<file path="config.mk">
export PLATFORM = sky130hd
export DESIGN_NAME = shift_add_multiplier_flat
export DESIGN_NICKNAME = d
export VERILOG_FILES = /design/src/rtl/shift_add_multiplier_pkg.sv /design/src/rtl/shift_add_multiplier_if.sv /design/src/rtl/carry_lookahead_adder.sv /design/src/rtl/mult_ctrl_fsm.sv /design/src/rtl/shift_add_multiplier.sv /design/src/flat_wrapper.sv
export SDC_FILE = /design/constraint.sdc
export NUM_CORES = 1
export LEC_CHECK = 0
export ABC_AREA = 1
export BUFFER_PORTS_ARGS = -buffer_cell sky130_fd_sc_hd__buf_2
export CAP_MARGIN = 20
export CORE_ASPECT_RATIO = 0.9
export CORE_UTILIZATION = 45
export DETAILED_ROUTE_END_ITERATION = 12
export PLACE_DENSITY = 0.69
export SLEW_MARGIN = 10
export SYNTH_ARGS = -nofsm -noshare
export SYNTH_HDL_FRONTEND = slang
export SYNTH_HIERARCHICAL = 1
export SYNTH_SLANG_ARGS = --single-unit
</file>
<file path="constraint.sdc">
create_clock -name Clk -period 6.8 [get_ports Clk]
set_clock_uncertainty 0.1 [all_clocks]
set_input_delay 0.34 -clock Clk [delete_from_list [all_inputs] [get_ports Clk]]
set_output_delay 0.34 -clock Clk [all_outputs]
set_load 0.005 [all_outputs]
</file>
<file path="src/rtl/shift_add_multiplier_pkg.sv">
// Shared types and constants for the shift-and-add multiplier slice.
//   mult_state_t  : controller states (IDLE, ADD, SHIFT, DONE)
//   DEFAULT_WIDTH : default operand width; product/adder width is twice this
package mult_pkg;

  typedef enum logic [2:0] {
    IDLE  = 3'd0,
    ADD   = 3'd1,
    SHIFT = 3'd2,
    DONE  = 3'd3
  } mult_state_t;

  localparam int DEFAULT_WIDTH = 8;

endpackage

</file>
<file path="src/rtl/shift_add_multiplier_if.sv">
// Start/done handshake and operand/result bus between the lab top level
// (switches / hex display) and the multiplier.
//   Start, A, B              : driven by the requester (master)
//   Ready, Busy, Done, Product : driven by the multiplier (slave)
interface shift_add_multiplier_if #(
  parameter int WIDTH = 8
);

  logic                 Start;
  logic [WIDTH-1:0]     A;
  logic [WIDTH-1:0]     B;
  logic                 Ready;
  logic                 Busy;
  logic                 Done;
  logic [2*WIDTH-1:0]   Product;

  modport master (
    output Start, A, B,
    input  Ready, Busy, Done, Product
  );

  modport slave (
    input  Start, A, B,
    output Ready, Busy, Done, Product
  );

endinterface

</file>
<file path="src/rtl/carry_lookahead_adder.sv">
// WIDTH-bit adder built from per-bit generate/propagate terms and the
// lookahead carry recurrence. No carry-in; the carry out of the top bit
// is not produced because the multiplier never needs it.
//   a, b : addends
//   sum  : a + b mod 2^WIDTH
module carry_lookahead_adder #(
  parameter int WIDTH = 16
) (
  input  logic [WIDTH-1:0] a,
  input  logic [WIDTH-1:0] b,
  output logic [WIDTH-1:0] sum
);

  logic [WIDTH-2:0] g_s;
  logic [WIDTH-1:0] p_s;
  logic [WIDTH-1:0] c_s;

  // Generate/propagate terms and carries into every bit position.
  always_comb begin
    g_s    = a[WIDTH-2:0] & b[WIDTH-2:0];
    p_s    = a ^ b;
    c_s    = {WIDTH{1'b0}};
    c_s[0] = 1'b0;
    for (int i = 1; i < WIDTH; i++) begin
      c_s[i] = g_s[i-1] | (p_s[i-1] & c_s[i-1]);
    end
  end

  assign sum = p_s ^ c_s;

endmodule

</file>
<file path="src/rtl/mult_ctrl_fsm.sv">
// Controller for the shift-and-add multiplier: state register, iteration
// counter and handshake outputs. Datapath registers live in the top.
//   clk, reset : clock, synchronous active-high reset
//   start      : request, honoured only in IDLE
//   load       : capture operands this edge (IDLE and start)
//   add_en     : conditional accumulate this edge (ADD)
//   shift_en   : shift M/Q this edge (SHIFT)
//   finish     : last SHIFT; product is captured this edge
//   ready, busy, done : registered handshake outputs
module mult_ctrl_fsm
  import mult_pkg::*;
#(
  parameter int WIDTH = DEFAULT_WIDTH,
  parameter int ITERS = DEFAULT_WIDTH
) (
  input  logic clk,
  input  logic reset,
  input  logic start,
  output logic load,
  output logic add_en,
  output logic shift_en,
  output logic finish,
  output logic ready,
  output logic busy,
  output logic done
);

  // log2(WIDTH)+1 bits also covers the doubled iteration count of the signed build.
  localparam int                CNT_W    = $clog2(WIDTH) + 1;
  localparam logic [CNT_W-1:0]  CNT_LAST = CNT_W'(ITERS - 1);
  localparam logic [CNT_W-1:0]  CNT_ONE  = {{(CNT_W-1){1'b0}}, 1'b1};

  mult_state_t       state_r;
  logic [CNT_W-1:0]  cnt_r;
  logic              ready_r;
  logic              busy_r;
  logic              done_r;

  // State, iteration count and handshake outputs, all updated together.
  always_ff @(posedge clk) begin
    if (reset) begin
      state_r <= IDLE;
      cnt_r   <= {CNT_W{1'b0}};
      ready_r <= 1'b1;
      busy_r  <= 1'b0;
      done_r  <= 1'b0;
    end else begin
      case (state_r)
        IDLE: begin
          done_r <= 1'b0;
          if (start) begin
            state_r <= ADD;
            cnt_r   <= {CNT_W{1'b0}};
            ready_r <= 1'b0;
            busy_r  <= 1'b1;
          end else begin
            state_r <= IDLE;
            ready_r <= 1'b1;
            busy_r  <= 1'b0;
          end
        end
        ADD: begin
          state_r <= SHIFT;
        end
        SHIFT: begin
          cnt_r <= cnt_r + CNT_ONE;
          if (cnt_r == CNT_LAST) begin
            state_r <= DONE;
            busy_r  <= 1'b0;
            done_r  <= 1'b1;
          end else begin
            state_r <= ADD;
          end
        end
        DONE: begin
          state_r <= IDLE;
          done_r  <= 1'b0;
          ready_r <= 1'b1;
        end
        default: begin
          state_r <= IDLE;
          cnt_r   <= {CNT_W{1'b0}};
          ready_r <= 1'b1;
          busy_r  <= 1'b0;
          done_r  <= 1'b0;
        end
      endcase
    end
  end

  // Datapath strobes are decodes of the registered state so they align with the edge they act on.
  assign load     = (state_r == IDLE) && start;
  assign add_en   = (state_r == ADD);
  assign shift_en = (state_r == SHIFT);
  assign finish   = (state_r == SHIFT) && (cnt_r == CNT_LAST);

  assign ready = ready_r;
  assign busy  = busy_r;
  assign done  = done_r;

endmodule

</file>
<file path="src/rtl/shift_add_multiplier.sv">
// Sequential WIDTH x WIDTH multiplier: one 2*WIDTH-bit adder reused every
// iteration (ADD then SHIFT per multiplier bit), start/done handshake.
//   Clk, Reset : clock, synchronous active-high reset
//   bus        : shift_add_multiplier_if.slave (Start, A, B in;
//                Ready, Busy, Done, Product out)
// Build option: SIGNED_MULT_EN -- when defined, A and B are two's complement,
// the multiplier register is sign-extended to 2*WIDTH and the loop runs
// 2*WIDTH iterations; Product is the signed product mod 2^(2*WIDTH).
module shift_add_multiplier
  import mult_pkg::*;
#(
  parameter int WIDTH = DEFAULT_WIDTH
) (
  input  logic                   Clk,
  input  logic                   Reset,
  shift_add_multiplier_if.slave  bus
);

  localparam int PW = 2 * WIDTH;
`ifdef SIGNED_MULT_EN
  localparam int QW    = 2 * WIDTH;
  localparam int ITERS = 2 * WIDTH;
`else
  localparam int QW    = WIDTH;
  localparam int ITERS = WIDTH;
`endif

  logic [PW-1:0] p_r;
  logic [PW-1:0] m_r;
  logic [QW-1:0] q_r;
  logic [PW-1:0] product_r;
  logic [PW-1:0] sum_s;

  logic load_s;
  logic add_en_s;
  logic shift_en_s;
  logic finish_s;
  logic ready_s;
  logic busy_s;
  logic done_s;

  mult_ctrl_fsm #(
    .WIDTH (WIDTH),
    .ITERS (ITERS)
  ) u_ctrl (
    .clk      (Clk),
    .reset    (Reset),
    .start    (bus.Start),
    .load     (load_s),
    .add_en   (add_en_s),
    .shift_en (shift_en_s),
    .finish   (finish_s),
    .ready    (ready_s),
    .busy     (busy_s),
    .done     (done_s)
  );

  // Only shared adder; its carry out is irrelevant because the product fits in PW bits.
  carry_lookahead_adder #(
    .WIDTH (PW)
  ) u_adder (
    .a   (p_r),
    .b   (m_r),
    .sum (sum_s)
  );

  // Accumulator, shifting multiplicand/multiplier and the held result.
  always_ff @(posedge Clk) begin
    if (Reset) begin
      p_r       <= {PW{1'b0}};
      m_r       <= {PW{1'b0}};
      q_r       <= {QW{1'b0}};
      product_r <= {PW{1'b0}};
    end else if (load_s) begin
      p_r <= {PW{1'b0}};
`ifdef SIGNED_MULT_EN
      m_r <= {{WIDTH{bus.A[WIDTH-1]}}, bus.A};
      q_r <= {{WIDTH{bus.B[WIDTH-1]}}, bus.B};
`else
      m_r <= {{WIDTH{1'b0}}, bus.A};
      q_r <= bus.B;
`endif
    end else if (add_en_s) begin
      if (q_r[0]) begin
        p_r <= sum_s;
      end else begin
        p_r <= p_r;
      end
    end else if (shift_en_s) begin
      m_r <= m_r << 1;
      q_r <= q_r >> 1;
      // P is final after the last ADD, so capture it as DONE is entered.
      if (finish_s) begin
        product_r <= p_r;
      end else begin
        product_r <= product_r;
      end
    end else begin
      p_r <= p_r;
    end
  end

  assign bus.Ready   = ready_s;
  assign bus.Busy    = busy_s;
  assign bus.Done    = done_s;
  assign bus.Product = product_r;

endmodule

</file>
<file path="src/flat_wrapper.sv">
// flat-port wrapper written by rule: the top's interface ports become plain ports
module shift_add_multiplier_flat import mult_pkg::*;
#(
  parameter int WIDTH = DEFAULT_WIDTH
)
  (Clk, Reset, bus_Start, bus_A, bus_B, bus_Ready, bus_Busy, bus_Done, bus_Product);
  shift_add_multiplier_if #(.WIDTH(WIDTH)) bus_i ();
  input  logic Clk;
  input  logic Reset;
  input wire logic [$bits(bus_i.Start)-1:0] bus_Start;
  input wire logic [$bits(bus_i.A)-1:0] bus_A;
  input wire logic [$bits(bus_i.B)-1:0] bus_B;
  output wire logic [$bits(bus_i.Ready)-1:0] bus_Ready;
  output wire logic [$bits(bus_i.Busy)-1:0] bus_Busy;
  output wire logic [$bits(bus_i.Done)-1:0] bus_Done;
  output wire logic [$bits(bus_i.Product)-1:0] bus_Product;
  assign bus_i.Start = bus_Start;
  assign bus_i.A = bus_A;
  assign bus_i.B = bus_B;
  assign bus_Ready = bus_i.Ready;
  assign bus_Busy = bus_i.Busy;
  assign bus_Done = bus_i.Done;
  assign bus_Product = bus_i.Product;
  shift_add_multiplier #(.WIDTH(WIDTH)) u_core (.Clk(Clk), .Reset(Reset), .bus(bus_i));
endmodule
</file>
Word level (Yosys, flattened, before mapping)
Index checks and enable logic that the tools add are counted.
Cells by class
  bitwise operators: 34
  multiplexer cells: 18
  $add $sub $neg: 1
  reductions and logical operators: 14
  equal/unequal tests: 7
Operators by type and width (count)
  $mux W8: 6
  $xor A16 B16 Y16: 2
  $and A15 B15 Y15: 1
  $and A1 B1 Y1: 14
  $or A1 B1 Y1: 14
  $pmux W4 S3: 1
  $reduce_and A2 Y1: 6
  $pmux W3 S3: 1
  $eq A3 B2 Y1 const B: 2
  $reduce_or A2 Y1: 3
  $mux W1: 5
  $add A4 B1 Y4 const B: 1
  $eq A4 B3 Y1 const B: 1
  $mux W4: 1
  $ne A2 B2 Y1 const B: 2
  $pmux W1 S2: 2
  $reduce_and A4 Y1: 1
  $eq A3 B1 Y1 const B: 1
  $logic_not A3 Y1: 1
  $not A1 Y1: 3
  $pmux W1 S3: 1
  $logic_and A1 B1 Y1: 2
  $mux W2: 1
  $ne A2 B1 Y1 const B: 1
  $reduce_bool A2 Y1: 1
Word-level totals
  register bits after elaboration: 66
  input port bits: 19

Depth between registers and ports, before layout
  depth after elaboration: 30
  gate-level depth with buffers: 20

Cells and area by module
Netlist, hierarchy kept.
By module, submodules not included
  shift_add_multiplier: instances 1, seq. area each 1121.1 sq um, cells an instance 317, area each 2287.2 sq um
  mult_ctrl_fsm: instances 1, seq. area each 180.2 sq um, cells an instance 61, area each 483.0 sq um
  carry_lookahead_adder: instances 1, seq. area each 0.0 sq um, cells an instance 25, area each 332.8 sq um

Worst setup path after synthesis
OpenSTA, ideal clock, no wires.
  path type: reg2reg
  from: register u_core.p_r[0]
  to: register u_core.p_r[15]
  slack: 0.474 ns
  data arrival time: 6.110 ns
  stages on the path, launching flop included: 20
  required time: 6.584 ns
  cells stage by stage: dfxtp_1 -> ha_1 -> fa_1 -> fa_1 -> fa_1 -> fa_1 -> fa_1 -> fa_1 -> fa_1 -> fa_1 -> fa_1 -> fa_1 -> fa_1 -> fa_1 -> fa_1 -> fa_1 -> nand3_1 -> nand2_1 -> o21ai_0 -> nor2_1
Between the ends
  longest elaborated chain between the ends: 30
RTL lines
  start, declared: line shift_add_multiplier.sv:28  | logic [PW-1:0] p_r;
  start signal, assigned: line shift_add_multiplier.sv:70  | p_r <= {PW{1'b0}};
  start signal, assigned: line shift_add_multiplier.sv:75  | p_r <= {PW{1'b0}};
  start signal, assigned: line shift_add_multiplier.sv:85  | p_r <= sum_s;
  $and A15 B15 Y15: line carry_lookahead_adder.sv:20  | g_s = a[WIDTH-2:0] & b[WIDTH-2:0];
  $and A1 B1 Y1: line carry_lookahead_adder.sv:25  | c_s[i] = g_s[i-1] | (p_s[i-1] & c_s[i-1]);
  $or A1 B1 Y1: line carry_lookahead_adder.sv:25
  $and A1 B1 Y1: line carry_lookahead_adder.sv:25
  $or A1 B1 Y1: line carry_lookahead_adder.sv:25
  $and A1 B1 Y1: line carry_lookahead_adder.sv:25
  $or A1 B1 Y1: line carry_lookahead_adder.sv:25
  $and A1 B1 Y1: line carry_lookahead_adder.sv:25
  [15 not listed]
  $and A1 B1 Y1: line carry_lookahead_adder.sv:25
  $or A1 B1 Y1: line carry_lookahead_adder.sv:25
  $and A1 B1 Y1: line carry_lookahead_adder.sv:25
  $or A1 B1 Y1: line carry_lookahead_adder.sv:25
  $and A1 B1 Y1: line carry_lookahead_adder.sv:25
  $or A1 B1 Y1: line carry_lookahead_adder.sv:25
  $xor A16 B16 Y16: line carry_lookahead_adder.sv:29  | assign sum = p_s ^ c_s;
  net u_core.sum_s[15]: line shift_add_multiplier.sv:32  | logic [PW-1:0] sum_s;
The timed path passes the listed nets, and every way through them passes these cells.
A chain may end at the register's enable or synchronous reset.

Final worst setup path
  from: register u_core.p_r[0]
  to: register u_core.p_r[14]
Between the ends
  longest elaborated chain between the ends: 28
RTL lines (line)
  $and A15 B15 Y15: carry_lookahead_adder.sv:20
  $and A1 B1 Y1: carry_lookahead_adder.sv:25
  $or A1 B1 Y1: carry_lookahead_adder.sv:25
  $and A1 B1 Y1: carry_lookahead_adder.sv:25
  $or A1 B1 Y1: carry_lookahead_adder.sv:25
  $and A1 B1 Y1: carry_lookahead_adder.sv:25
  $or A1 B1 Y1: carry_lookahead_adder.sv:25
  $and A1 B1 Y1: carry_lookahead_adder.sv:25
  [13 not listed]
  $and A1 B1 Y1: carry_lookahead_adder.sv:25
  $or A1 B1 Y1: carry_lookahead_adder.sv:25
  $and A1 B1 Y1: carry_lookahead_adder.sv:25
  $or A1 B1 Y1: carry_lookahead_adder.sv:25
  $and A1 B1 Y1: carry_lookahead_adder.sv:25
  $or A1 B1 Y1: carry_lookahead_adder.sv:25
  $xor A16 B16 Y16: carry_lookahead_adder.sv:29
  net u_core.sum_s[14]: shift_add_multiplier.sv:32
The timed path passes the listed nets, and every way through them passes these cells.

==> flow_summary.toml <==
[clock_network]
clock_sinks = 65
clk_latency_ps = 340
htreeDepth = 3
holdBufCountCts = 0
cts_buffer_depth = 2
numCtsBuffers = 9
cts_tree = "yes"
clock-root-buffer = "clkbuf_8"
clk_pin_slew_ps = 70

[placed_design]
numPortBuffers = 37
gp_congestion = 0.7354
hpwl_mm = 3.989
pre_cts_ws_ps = 334.5

[grt]
overflow = 0
grt_pass1_vias = 2242
antenna_found_initial = 0
grt_pass1_wl_mm = 10.10
grt_usage_pct = 18.41
grt_max_degree = 33

[power]
combPwrFrac_pct = 10.5
irDropWorstVdd_mv = 0.1410
powerDensity_nw_per_um2 = 233.2
power_frac_seq_pct = 49.0
p_int_mw = 0.6007
switching_share_pct = 26.64
p_sw_mw = 0.2181
p_total_mw = 0.8188
pwr-share-clk_pct = 40.5
cellLeakagePower_nw = 1.548

[yosys]
ys_types = 25
ys_ff_latch = 65
synth.cell_area_sq_um = 3103
synth_ff_type = "dfxtp_1"
synthArstFlopShare_pct = 0
syn_nets = 442
yosysSeqAreaShare_pct = 41.94
synth_warnings = 6
postSynthAreaPerCell_sq_um = 7.700
synth_enable_flop_cells = 0
syn_inst = 403

[critical_path]
worstPathCellList = "ha_1 > fa_1 > fa_1 > fa_1 > fa_1 > fa_1 > fa_1 > fa_1 > fa_1 > fa_1 > fa_1 > fa_1 > fa_1 > fa_1 > fa_2 > o21ai_0 > a21oi_1"
cp.required_ps = 6970
critPathMostFrequentCell = "fa_1"
cp-end-kind = "register"
crit_family = "adder cells"
slowest_stage = "fa_2"
max_stage_delay_ps = 530
path_class = "register to register"
worstSetupStartpointType = "register"
crit_fanout = 3
worstPathArrival_ps = 6700
crit_buf_inv = 0

[drt]
wl_per_cell_um = 11.13
drt_iter0_markers = 99
vias_per_cell = 4.794
drc_errors = 0
route.final.wire_length_mm = 5.844
ant_nets = 0
drt_pass1_iterations = 6
vias = 2517

[cells_and_area]
layout.nets = 469
drive_gt1_share_pct = 15.40
diodes = 0
syn_to_final_growth_pct = 13.15

[die]
start_util_pct = 46.86
fp.dieH_um = 80.78
num_rows = 28
dieWidth_um = 89.53
ios = 38
die_area_sq_um = 7232
coreArea_sq_um = 6621

[timing]
drv_slew = 0
setup-tns-final_ps = 0
finalSetupViolCount = 0
rsz0062_at_grt = "no"
hold_viol = 0
setup_ws_ps = 277.8
tightest_slew_ps = 918.8
fmax_ghz = 0.1533
relSlewSlack_pct = 38.68
fin_crit_ps = 6522
fin_crit_sh_pct = 95.91

[flow_run]
maxCapViolCount = 0

[min_path]
min_path_type = "primary input to register"

[status]
status = "finished, final reports clean"
==> final timing paths <==
path	slack, ps	start	cells after the start	to
max	280	u_core/p_r[0]	17	u_core/p_r[14]
min	150	bus_B[7]	3	u_core/q_r[7]
max reg2reg	280	u_core/p_r[0]	17	u_core/p_r[14]
min reg2reg	370	u_core/u_ctrl/ready	2	u_core/u_ctrl/ready
==> area by class of cell <==
| class | instances | area [sq um] |
|---|---|---|
| Clock buffer | 10 | 137.6 |
| Clock inverter | 6 | 67.56 |
| Fill cell | 655 | 3110 |
| Inverter | 23 | 86.33 |
| Multi-Input combinational cell | 293 | 1605 |
| Sequential cell | 65 | 1301 |
| Tap cell | 90 | 112.6 |
| Timing Repair Buffer | 38 | 200.2 |
==> routing by layer <==
| layer | vias up | track usage, % | wire length, um |
|---|---|---|---|
| met4 | 0 | 7.619 | 66 |
| met3 | 6 | 5.081 | 285 |
| met5 | - | 0 | 0 |
| li1 | 1351 | - | - |
| met1 | 1104 | 26.05 | 3183 |
| met2 | 56 | 26.41 | 2308 |
==> repair_timing <==
action / 4_1_cts / 5_1_grt
resized for setup: 0 / 1
endpoints found under the hold margin: 0 / 0
setup buffers: 0 / 0
setup endpoints to repair: 0 / 1
==> cells by family after synthesis <==
family	count (synthesis)	share of synthesized area (%)
fa+ha+maj	20	11.45
flops	65	41.94
buf+inv	45	6.411
compound gates	71	11.98
simple gates	201	27.94
xor+xnor	1	0.2823
==> worst min-delay path, delay by kind of cell <==
| family | cells | cell delay, ps |
|---|---|---|
| buf+inv | 1 | 100 |
| compound gates | 1 | 60 |
| simple gates | 1 | 50 |
==> flip-flops by register name, indices dropped and copies added, names as in the netlist <==
register,cells
u_core/u_ctrl/ready,1
u_core/bus.Product,16
u_core/u_ctrl/done,1
u_core/u_ctrl/busy,1
u_core/q_r,8
u_core/u_ctrl/cnt_r,4
u_core/u_ctrl/state_r,2
u_core/m_r,16
u_core/p_r,16
==> power groups by stage <==
stage | combinational, mW | clock (mW) | sequential (mW)
2_1_floorplan | 0.0692 | 0 | 0.408
6_report | 0.0857 | 0.332 | 0.402
5_1_grt | 0.0994 | 0.358 | 0.403
4_1_cts | 0.0832 | 0.341 | 0.401
3_5_place_dp | 0.0829 | 0 | 0.410
3_3_place_gp | 0.0817 | 0 | 0.410
==> layout by cell type, fill, tap and decap left out, drive strengths merged <==
cell type / count
nand4: 2
clkbuf: 10
bufinv: 1
xor2: 1
fa: 14
nor3: 1
inv: 23
dfxtp: 65
a21oi: 43
nand2: 96
nand3b: 13
clkinv: 3
o21bai: 2
buf: 38
clkinvlp: 2
ha: 6
nand3: 24
o21ai: 26
nor2: 65
==> synthesized netlist by cell type (2+ instances only) <==
cell type	count	area (sq um)
fa_1	14	280.3
o21ai_0	20	100.1
inv_2	2	7.510
nand2_2	3	18.77
ha_1	6	75.07
clkbuf_1	3	11.26
dfxtp_1	65	1301
nand3_1	24	120.1
o21bai_2	2	22.52
o21ai_1	5	25.02
nand2_1	92	345.3
nand4_1	2	12.51
nor2_1	62	232.7
nand3b_1	13	97.59
a21oi_1	43	215.2
nor2_2	2	12.51
buf_2	15	75.07
inv_1	21	78.83
buf_4	3	22.52
==> through the flow <==
stage | std cells | instance area [sq um] | utilization [%] | hold WS (ps)
floorplan | 403 | 3103 | - | 319.3
global placement | 508 | 3288 | 49.66 | 345.3
detailed placement | 508 | 3288 | 49.66 | 363.1
CTS | 524 | 3493 | 52.76 | 133.2
global route | 525 | 3511 | 53.02 | 160.8
finish | 525 | 3511 | 53.02 | 148.8
No activity file was read; power rests on OpenSTA's default activity.
